### config.mk
export PLATFORM = sky130hd
export DESIGN_NAME = alarm_trigger
export DESIGN_NICKNAME = d
export VERILOG_FILES = /design/src/rtl/alarm_pkg.sv /design/src/rtl/rise_detect.sv /design/src/rtl/alarm_trigger.sv
export SDC_FILE = /design/constraint.sdc
export NUM_CORES = 1
export LEC_CHECK = 0
export BUFFER_PORTS_ARGS = -buffer_cell sky130_fd_sc_hd__buf_2
export CAP_MARGIN = 40
export CORE_MARGIN = 2
export CORE_UTILIZATION = 46
export DETAILED_ROUTE_END_ITERATION = 16
export HOLD_SLACK_MARGIN = 0.08
export PLACE_DENSITY_LB_ADDON = 0.25
export SLEW_MARGIN = 20
export SYNTH_ARGS = -nofsm -noshare
export SYNTH_HDL_FRONTEND = slang
export SYNTH_SLANG_ARGS = --single-unit
### constraint.sdc
create_clock -name clk_i -period 2.1 [get_ports clk_i]
set_clock_uncertainty 0.15 [all_clocks]
set_input_delay 0.105 -clock clk_i [delete_from_list [all_inputs] [get_ports clk_i]]
set_output_delay 0.105 -clock clk_i [all_outputs]
set_load 0.05 [all_outputs]
### src/rtl/alarm_pkg.sv
// Shared types and constants for the alarm trigger block.
package alarm_pkg;

  localparam int unsigned BcdW = 4;

  typedef enum logic [1:0] {
    StIdle    = 2'd0,
    StRinging = 2'd1,
    StSnooze  = 2'd2,
    StDone    = 2'd3
  } alarm_state_t;

endpackage

### src/rtl/rise_detect.sv
// Single-bit rising-edge detector: one history register plus AND-NOT.
module rise_detect (
  input  logic clk_i,
  input  logic rst_ni,
  input  logic d_i,
  output logic rise_o
);

  logic d_q;
  logic seen_q;

  always_ff @(posedge clk_i or negedge rst_ni) begin
    if (!rst_ni) begin
      d_q    <= 1'b0;
      seen_q <= 1'b0;
    end else begin
      d_q    <= d_i;
      seen_q <= 1'b1;
    end
  end

  // The history must be sampled once after reset before any edge counts, so a level
  // already high when reset releases is not mistaken for a rise.
  assign rise_o = seen_q & d_i & ~d_q;

endmodule

### src/rtl/alarm_trigger.sv
// Compares BCD time against the alarm setting and drives the buzzer with ring timeout,
// snooze and stop handling; all timing counted in sec_tick enables.
module alarm_trigger
  import alarm_pkg::*;
#(
  parameter int unsigned RingSeconds   = 60,
  parameter int unsigned SnoozeSeconds = 300,
  parameter int unsigned CntW          = 9
) (
  input  logic            clk_i,
  input  logic            rst_ni,
  input  logic            sec_tick_i,
  input  logic            alarm_on_i,
  input  logic            snooze_btn_i,
  input  logic            stop_btn_i,
  input  logic [BcdW-1:0] time_unit_min_i,
  input  logic [BcdW-1:0] time_tens_min_i,
  input  logic [BcdW-1:0] time_unit_hour_i,
  input  logic [BcdW-1:0] time_tens_hour_i,
  input  logic [BcdW-1:0] alarm_unit_min_i,
  input  logic [BcdW-1:0] alarm_tens_min_i,
  input  logic [BcdW-1:0] alarm_unit_hour_i,
  input  logic [BcdW-1:0] alarm_tens_hour_i,
  output logic            buzzer_o,
  output logic            ringing_o,
  output logic            snoozing_o
);

  localparam logic [CntW-1:0] RingLast   = CntW'(RingSeconds - 1);
  localparam logic [CntW-1:0] SnoozeLast = CntW'(SnoozeSeconds - 1);

  alarm_state_t    state_q, state_d;
  logic [CntW-1:0] sec_cnt_q, sec_cnt_d;
  logic            buzzer_q, buzzer_d;
  logic            ringing_q, snoozing_q;
  logic            match, match_rise, snz_p, stp_p;

  assign match = {time_tens_hour_i, time_unit_hour_i, time_tens_min_i, time_unit_min_i} ==
                 {alarm_tens_hour_i, alarm_unit_hour_i, alarm_tens_min_i, alarm_unit_min_i};

  rise_detect u_match_rise (
    .clk_i  (clk_i),
    .rst_ni (rst_ni),
    .d_i    (match),
    .rise_o (match_rise)
  );

  rise_detect u_snooze_rise (
    .clk_i  (clk_i),
    .rst_ni (rst_ni),
    .d_i    (snooze_btn_i),
    .rise_o (snz_p)
  );

  rise_detect u_stop_rise (
    .clk_i  (clk_i),
    .rst_ni (rst_ni),
    .d_i    (stop_btn_i),
    .rise_o (stp_p)
  );

  always_comb begin
    state_d   = state_q;
    sec_cnt_d = sec_cnt_q;
    buzzer_d  = 1'b0;
    if (!alarm_on_i) begin
      state_d   = StIdle;
      sec_cnt_d = '0;
    end else begin
      case (state_q)
        StIdle: begin
          if (match_rise) begin
            state_d   = StRinging;
            sec_cnt_d = '0;
            buzzer_d  = 1'b1;
          end
        end
        StRinging: begin
          buzzer_d = buzzer_q;
          if (stp_p) begin
            state_d   = StDone;
            sec_cnt_d = '0;
            buzzer_d  = 1'b0;
          end else if (snz_p) begin
            state_d   = StSnooze;
            sec_cnt_d = '0;
            buzzer_d  = 1'b0;
          end else if (sec_tick_i) begin
            if (sec_cnt_q == RingLast) begin
              state_d   = StDone;
              sec_cnt_d = '0;
              buzzer_d  = 1'b0;
            end else begin
              sec_cnt_d = sec_cnt_q + CntW'(1);
              buzzer_d  = ~buzzer_q;
            end
          end
        end
        StSnooze: begin
          if (stp_p) begin
            state_d   = StDone;
            sec_cnt_d = '0;
          end else if (sec_tick_i) begin
            if (sec_cnt_q == SnoozeLast) begin
              state_d   = StRinging;
              sec_cnt_d = '0;
              buzzer_d  = 1'b1;
            end else begin
              sec_cnt_d = sec_cnt_q + CntW'(1);
            end
          end
        end
        StDone: begin
          // Held until the minute changes so the same match cannot retrigger.
          if (!match) begin
            state_d = StIdle;
          end
        end
        default: begin
          state_d   = StIdle;
          sec_cnt_d = '0;
        end
      endcase
    end
  end

  always_ff @(posedge clk_i or negedge rst_ni) begin
    if (!rst_ni) begin
      state_q    <= StIdle;
      sec_cnt_q  <= '0;
      buzzer_q   <= 1'b0;
      ringing_q  <= 1'b0;
      snoozing_q <= 1'b0;
    end else begin
      state_q    <= state_d;
      sec_cnt_q  <= sec_cnt_d;
      buzzer_q   <= buzzer_d;
      ringing_q  <= (state_d == StRinging);
      snoozing_q <= (state_d == StSnooze);
    end
  end

  assign buzzer_o   = buzzer_q;
  assign ringing_o  = ringing_q;
  assign snoozing_o = snoozing_q;

endmodule

# --- Word level (Yosys, flattened, before mapping) ---
# Cells that the tools add are included.
# W data, S select, Z words.
word_totals:
  ff_bits: 18
  word_cells: 65
  output_inout_bits: 3
  input_bits: 38
classes:
  reduce_logical: 2
  eq_ne: 12
  addsub: 1
  bitwise_logic: 10
  mux: 31
ops:
  columns: ["op", "count"]
  rows:
  - ["$mux W9", 9]
  - ["$pmux W9 S3", 1]
  - ["$mux W2", 10]
  - ["$eq A16 B16 Y1", 1]
  - ["$add A9 B1 Y9 const B", 1]
  - ["$eq A9 B6 Y1 const B", 1]
  - ["$eq A9 B9 Y1 const B", 1]
  - ["$mux W1", 9]
  - ["$pmux W2 S4", 1]
  - ["$and A1 B1 Y1", 6]
  - ["$eq A2 B2 Y1 const B", 3]
  - ["$ne A5 B5 Y1 const B", 1]
  - ["$eq A2 B1 Y1 const B", 2]
  - ["$ne A4 B1 Y1 const B", 1]
  - ["$ne A4 B4 Y1 const B", 1]
  - ["$not A1 Y1", 4]
  - ["$reduce_and A4 Y1", 1]
  - ["$ne A3 B3 Y1 const B", 1]
  - ["$pmux W1 S3", 1]
  - ["$logic_not A2 Y1", 1]

# --- Longest topological paths before layout ---
logic_depth:
  word_depth: 8
  mapped_depth: 8
  ltp_nobuf: 8

# --- Modules after synthesis ---
# Synthesis repeated with hierarchy kept, for this count alone.
unflattened:
  hier_cells: 142
  hier_area_um2: 1428.9
by_module_without_submodules:
  columns: ["mod", "cells_each", "seq_area_each_um2", "instances", "area_each_um2"]
  rows:
  - ["alarm_trigger", 130, 350.3, 1, 1241.2]
  - ["rise_detect", 4, 50.0, 3, 62.6]

# --- Worst setup path before layout ---
# No wires, ideal clock.
synth_timing:
  path_kind: "reg-to-reg"
  start: "reg sec_cnt_q[0]"
  end: "reg sec_cnt_q[3]"
  slack_ns: 0.035
  required_time_ns: 1.855
  path_buffers: 0
  period_less_slack_ns: 2.065
  setup_time_ns: 0.095
  t_arrival_ns: 1.819
  path_stages_with_launch: 8
  cell_sequence: "dfrtp_1 > ha_1 > nor4b_4 > a31o_2 > a211o_1 > nand2_1 > nand2_2 > o31ai_1"
synth_between:
  elab_chain_len: 7
  word_cells_on_any_way: 12
  cone_classes: "1 x add/sub; 2 x eq/ne; 9 x mux"
synth_lines:
  columns: ["item", "line_no", "text"]
  rows:
  - ["from (decl)", "alarm_trigger.sv:33", "logic [CntW-1:0] sec_cnt_q, sec_cnt_d;"]
  - ["from (signal assigned)", "alarm_trigger.sv:136", "sec_cnt_q <= sec_cnt_d;"]
  - ["$add A9 B1 Y9 / $eq A9 B6 Y1 (equally long branches)", "alarm_trigger.sv:94, alarm_trigger.sv:109, alarm_trigger.sv:89", null]
  - ["$mux W9", "alarm_trigger.sv:89", "if (sec_cnt_q == RingLast) begin"]
  - ["$mux W9", "alarm_trigger.sv:88", "end else if (sec_tick_i) begin"]
  - ["$mux W9", "alarm_trigger.sv:84", "end else if (snz_p) begin"]
  - ["$mux W9", "alarm_trigger.sv:80", "if (stp_p) begin"]
  - ["$pmux W9 S3 *", "alarm_trigger.sv:70", "case (state_q)"]
  - ["$mux W9 *", "alarm_trigger.sv:66", "if (!alarm_on_i) begin"]
# Mark *: on every way between the ends. The rest lies on a longest branch, timed or not. The select of a mux whose other input is x is not followed.
# A chain may end at the register's enable or synchronous reset.

# --- Worst setup path in the final report ---
layout_timing:
  start: "reg sec_cnt_q[1]"
  end: "reg ringing_q, in the netlist ringing_o"
layout_between:
  elab_chain_len: 8
  word_cells_on_any_way: 12
  cone_classes: "3 x eq/ne; 9 x mux"
layout_lines:
  columns: ["item", "line_no", "text"]
  rows:
  - ["$eq A9 B6 Y1", "alarm_trigger.sv:89", null]
  - ["$mux W2", "alarm_trigger.sv:89", null]
  - ["$mux W2", "alarm_trigger.sv:88", null]
  - ["$mux W2", "alarm_trigger.sv:84", null]
  - ["$mux W2", "alarm_trigger.sv:80", null]
  - ["$pmux W2 S4 *", "alarm_trigger.sv:70", null]
  - ["$mux W2 *", "alarm_trigger.sv:66", null]
  - ["via state_d[0]", "alarm_trigger.sv:32", "alarm_state_t state_q, state_d;"]
  - ["$eq A2 B1 Y1 *", "alarm_trigger.sv:138", "ringing_q <= (state_d == StRinging);"]
  - ["to (signal assigned)", "alarm_trigger.sv:138", null]
  - ["to (decl)", "alarm_trigger.sv:35", "logic ringing_q, snoozing_q;"]
# Mark *: on every way through the listed nets, which the timed path passes. The rest lies on a longest branch.

==> out/qor.txt <==
SETUP PATH
-------------------------------------------------------------------------------------------------
Number of buffer and inverter instances along the worst setup path .................            1
Kind of cell adding the most delay to the critical path ............................ simple AND/OR/NAND/NOR gates
Crit Path Category ................................................................. register to register
Max stage delay on crit path .......................................................      0.38 ns
CP required ........................................................................      2.20 ns
Master of the slowest instance on the critical path ................................      dfrtp_1
Arrival time at the worst endpoint .................................................      2.28 ns
Category of the worst setup path capture point .....................................     register
R2r startpoint ..................................................................... sec_cnt_q[1]$_DFFE_PN0P_
Startpoint types ...................................................................     register
Maximum fanout along the worst path ................................................            3
Worst Setup SP ..................................................................... sec_cnt_q[1]$_DFFE_PN0P_
Cell chain of the critical path .................................................... ha_1 > nor4b_4 > buf_4 > nand4_1 > a21oi_2 > nor2_1 > a211oi_2 > nor2b_1

FINAL LAYOUT
-------------------------------------------------------------------------------------------------
Fraction of final layout cells sized beyond drive strength 1 .......................        41.3%
Filler Cell Count ..................................................................          219
N_diodes ...........................................................................            0
Area added between synthesis and finish ............................................        44.9%
# nets final .......................................................................          258
Fin cells ..........................................................................          244

POWER AND IR DROP
-------------------------------------------------------------------------------------------------
Register share of total power ......................................................        28.2%
Switching part of the total power ..................................................        43.3%
Int Pwr ............................................................................   0.000860 W
Total power of the final layout ....................................................    0.00152 W
Clock network fraction of design power .............................................        15.2%
Reported leakage power .............................................................     0.880 nW
P_sw ...............................................................................   0.000656 W
Power density normalized to cell area ..............................................   802 mW/mm²
Power share of the combinational group .............................................        56.6%
VDD IR-drop max ....................................................................   0.000867 V

YOSYS
-------------------------------------------------------------------------------------------------
Post-synth top area share ..........................................................        34.5%
Net count after synthesis ..........................................................          187
Number of enable-type register cells in the synthesized netlist ....................            0
Mean cell area of the mapped netlist ...............................................     9.13 µm²
Sequential share of the synthesized area ...........................................        34.5%
Number of distinct library cell variants in the gate-level netlist after synthesis .           38
Leading post-synthesis cells by instance count ..................................... dfrtp_1, xnor2_1, nand3_1, o21ai_0, a21oi_1
Fraction of registers with async set or reset after synthesis ......................         100%
Number of register bits inferred by synthesis ......................................           18
Netlist Area Pre-Place .............................................................  0.00131 mm²
Number of warnings printed during yosys synthesis ..................................            0
Post-Synthesis Cells ...............................................................          143
Cell type with the largest total area after synthesis ..............................      dfrtp_1
Cells taking the most area after synthesis ......................................... dfrtp_1, xnor2_1, ha_1
Most common cell in the synthesized netlist ........................................      dfrtp_1
Flip-flop cell with the highest count after synthesis ..............................      dfrtp_1

STA
-------------------------------------------------------------------------------------------------
Final total negative setup slack ...................................................    -0.107 ns
Clock period minus worst slack .....................................................      2.18 ns
Number of endpoints with negative hold slack in the final report ...................            0
Post-route fraction of the period consumed by the critical path ....................         104%
Maximum operating frequency ........................................................    0.459 GHz
Final count of pins violating max slew .............................................            0
Final hold slack ...................................................................    0.0951 ns
Count of endpoints failing setup in the final report ...............................            3
Post-route setup slack .............................................................   -0.0792 ns
Setup repair after global routing missed its margin ................................         true

DIE
-------------------------------------------------------------------------------------------------
# rows .............................................................................           19
Die Outline Area ...................................................................  0.00328 mm²
Area of the core ...................................................................  0.00273 mm²
Vertical die dimension .............................................................      57.3 µm
Die W ..............................................................................      57.3 µm
I/O pins ...........................................................................           41
Initial cell density of the core ...................................................        47.7%

GRT
-------------------------------------------------------------------------------------------------
Largest net degree at the start of global routing ..................................           19
Vias in the first global route .....................................................         1458
Antenna violations before repair ...................................................            0
Congestion Overflow GR .............................................................            0
Global routing usage summed across all routing layers ..............................        24.3%
First-pass GRT wire length .........................................................      6240 µm

CLOCKING
-------------------------------------------------------------------------------------------------
Clock Tree Buf Depth ...............................................................            2
Root cell of the clock tree ........................................................     clkbuf_4
CTS Sinks ..........................................................................           18
Clock buffers created by TritonCTS .................................................            3
Clock tree from TritonCTS ..........................................................        built
Worst-path clk slew ................................................................      0.12 ns
Clk Latency, worst-skew pair .......................................................      0.32 ns
H-tree lvl count ...................................................................            1

ROUTE
-------------------------------------------------------------------------------------------------
DR pass1 iterations ................................................................            4
Post-detailed-route DRC marker count ...............................................            0
Count of nets left with antenna violations after detail routing ....................            0
Total wire length ..................................................................      4070 µm
Vias ...............................................................................         1458
Avg Vias per Cell ..................................................................         5.98
Wire per inst ......................................................................      16.7 µm
Violation count after the first detailed-routing iteration .........................          102

PLACE
-------------------------------------------------------------------------------------------------
Total placed cells including tap cells .............................................          227
Number of input and output port buffers inserted ...................................           40
Post-place setup slack .............................................................   -0.0183 ns
Total half-perimeter wirelength after legalization and detailed placement ..........      2760 µm
Gpl congestion .....................................................................        0.948

MIN PATH
-------------------------------------------------------------------------------------------------
Class of the tightest hold or removal check ........................................ input pin to async pin

STATUS
-------------------------------------------------------------------------------------------------
Result of the run .................................................................. complete, but fails checks
Violated checks .................................................................... negative setup slack

FLOW RUN
-------------------------------------------------------------------------------------------------
Number of max-capacitance violations reported ......................................            0

-- cells in the final DEF (no fill, tap or decap), types with 2 or more instances in the layout --
master / instances
xnor2_1: 16
inv_1: 4
a311o_1: 2
a21oi_1: 5
a21o_1: 2
o21ai_1: 5
nand2_1: 7
a211oi_2: 2
and3b_1: 3
a21oi_2: 4
nand3_1: 11
buf_6: 2
dfrtp_1: 17
buf_2: 41
clkbuf_4: 3
ha_1: 4
and3_1: 3
dlygate4sd3_1: 6
nor2b_1: 5
nand2b_1: 3
o22ai_1: 2
ha_4: 2
buf_4: 18
nor2_1: 6
o21ai_0: 6
nand4_1: 8
-- power by group through the flow --
| stage | Clock, W | Sequential [W] | Combinational, W |
|---|---|---|---|
| 2_1_floorplan | 0 | 0.000483 | 0.000350 |
| 3_3_place_gp | 0 | 0.000415 | 0.000629 |
| 3_5_place_dp | 0 | 0.000419 | 0.000644 |
| 4_1_cts | 0.000232 | 0.000414 | 0.000676 |
| 5_1_grt | 0.000255 | 0.000430 | 0.000913 |
| 6_report | 0.000231 | 0.000427 | 0.000858 |
-- worst paths after layout --
check / end / slack (ns) / cells past startpoint
max: ringing_o$_DFF_PN0_ / -0.08 / 8
max in group asynchronous: state_q[0]$_DFF_PN0_ / 1.38 / 2
max reg2reg: ringing_o$_DFF_PN0_ / -0.08 / 8
min: u_stop_rise.d_q$_DFF_PN0_ / 0.1 / 2
min reg2reg: sec_cnt_q[4]$_DFFE_PN0P_ / 0.45 / 2
min in group clk_i: buzzer_o$_DFFE_PN0N_ / 0.17 / 3
-- stage by stage --
stage,util (%),area (µm²)
global placement,60.2,1650
detailed placement,60.2,1650
finish,69.2,1890
global route,69.2,1890
CTS,64.3,1760
floorplan,-,1310
-- what timing repair did --
item                       in CTS  in global routing
setup endpoints to repair       6                 11
pin swaps                       0                  8
resized for setup               5                 26
hold endpoints to repair       23                  0
setup buffers                   0                  6
hold buffers                    6                  0
cloned                          0                  1
-- sequential cells by signal, summed over array words and instances, names as in the netlist --
name / flops
state_q: 2
buzzer_o: 1
snoozing_o: 1
sec_cnt_q: 9
u_stop_rise.seen_q: 1
u_snooze_rise.d_q: 1
ringing_o: 1
u_match_rise.d_q: 1
u_stop_rise.d_q: 1
-- cells by family after synthesis --
family,share of synthesized area (%)
DFF,34.5
buffers and inverters,2.01
AOI/OAI and AO/OA,20.9
adders and majority gates,5.75
and+or+nand+nor,25.8
other,0.287
xor gates and xnor gates,10.7
-- area by class of cell --
class                   count  area [µm²]  area share [%]
flip-flops and latches     18         452            23.9
clock buffers               4        36.3            1.92
inverters                   6        25.0            1.32
repair buffers             67         423            22.4
multi-input cells         118         916            48.4
well taps                  31        38.8            2.05
-- metal layers --
layer	wire length (µm)	vias to the layer above	GRT usage, %
li1	-	673	-
met1	1550	701	28.1
met2	2180	61	42.7
met3	231	23	6.12
met4	113	0	9.97
met5	0	-	0
Power figures use the tool's default switching activity.
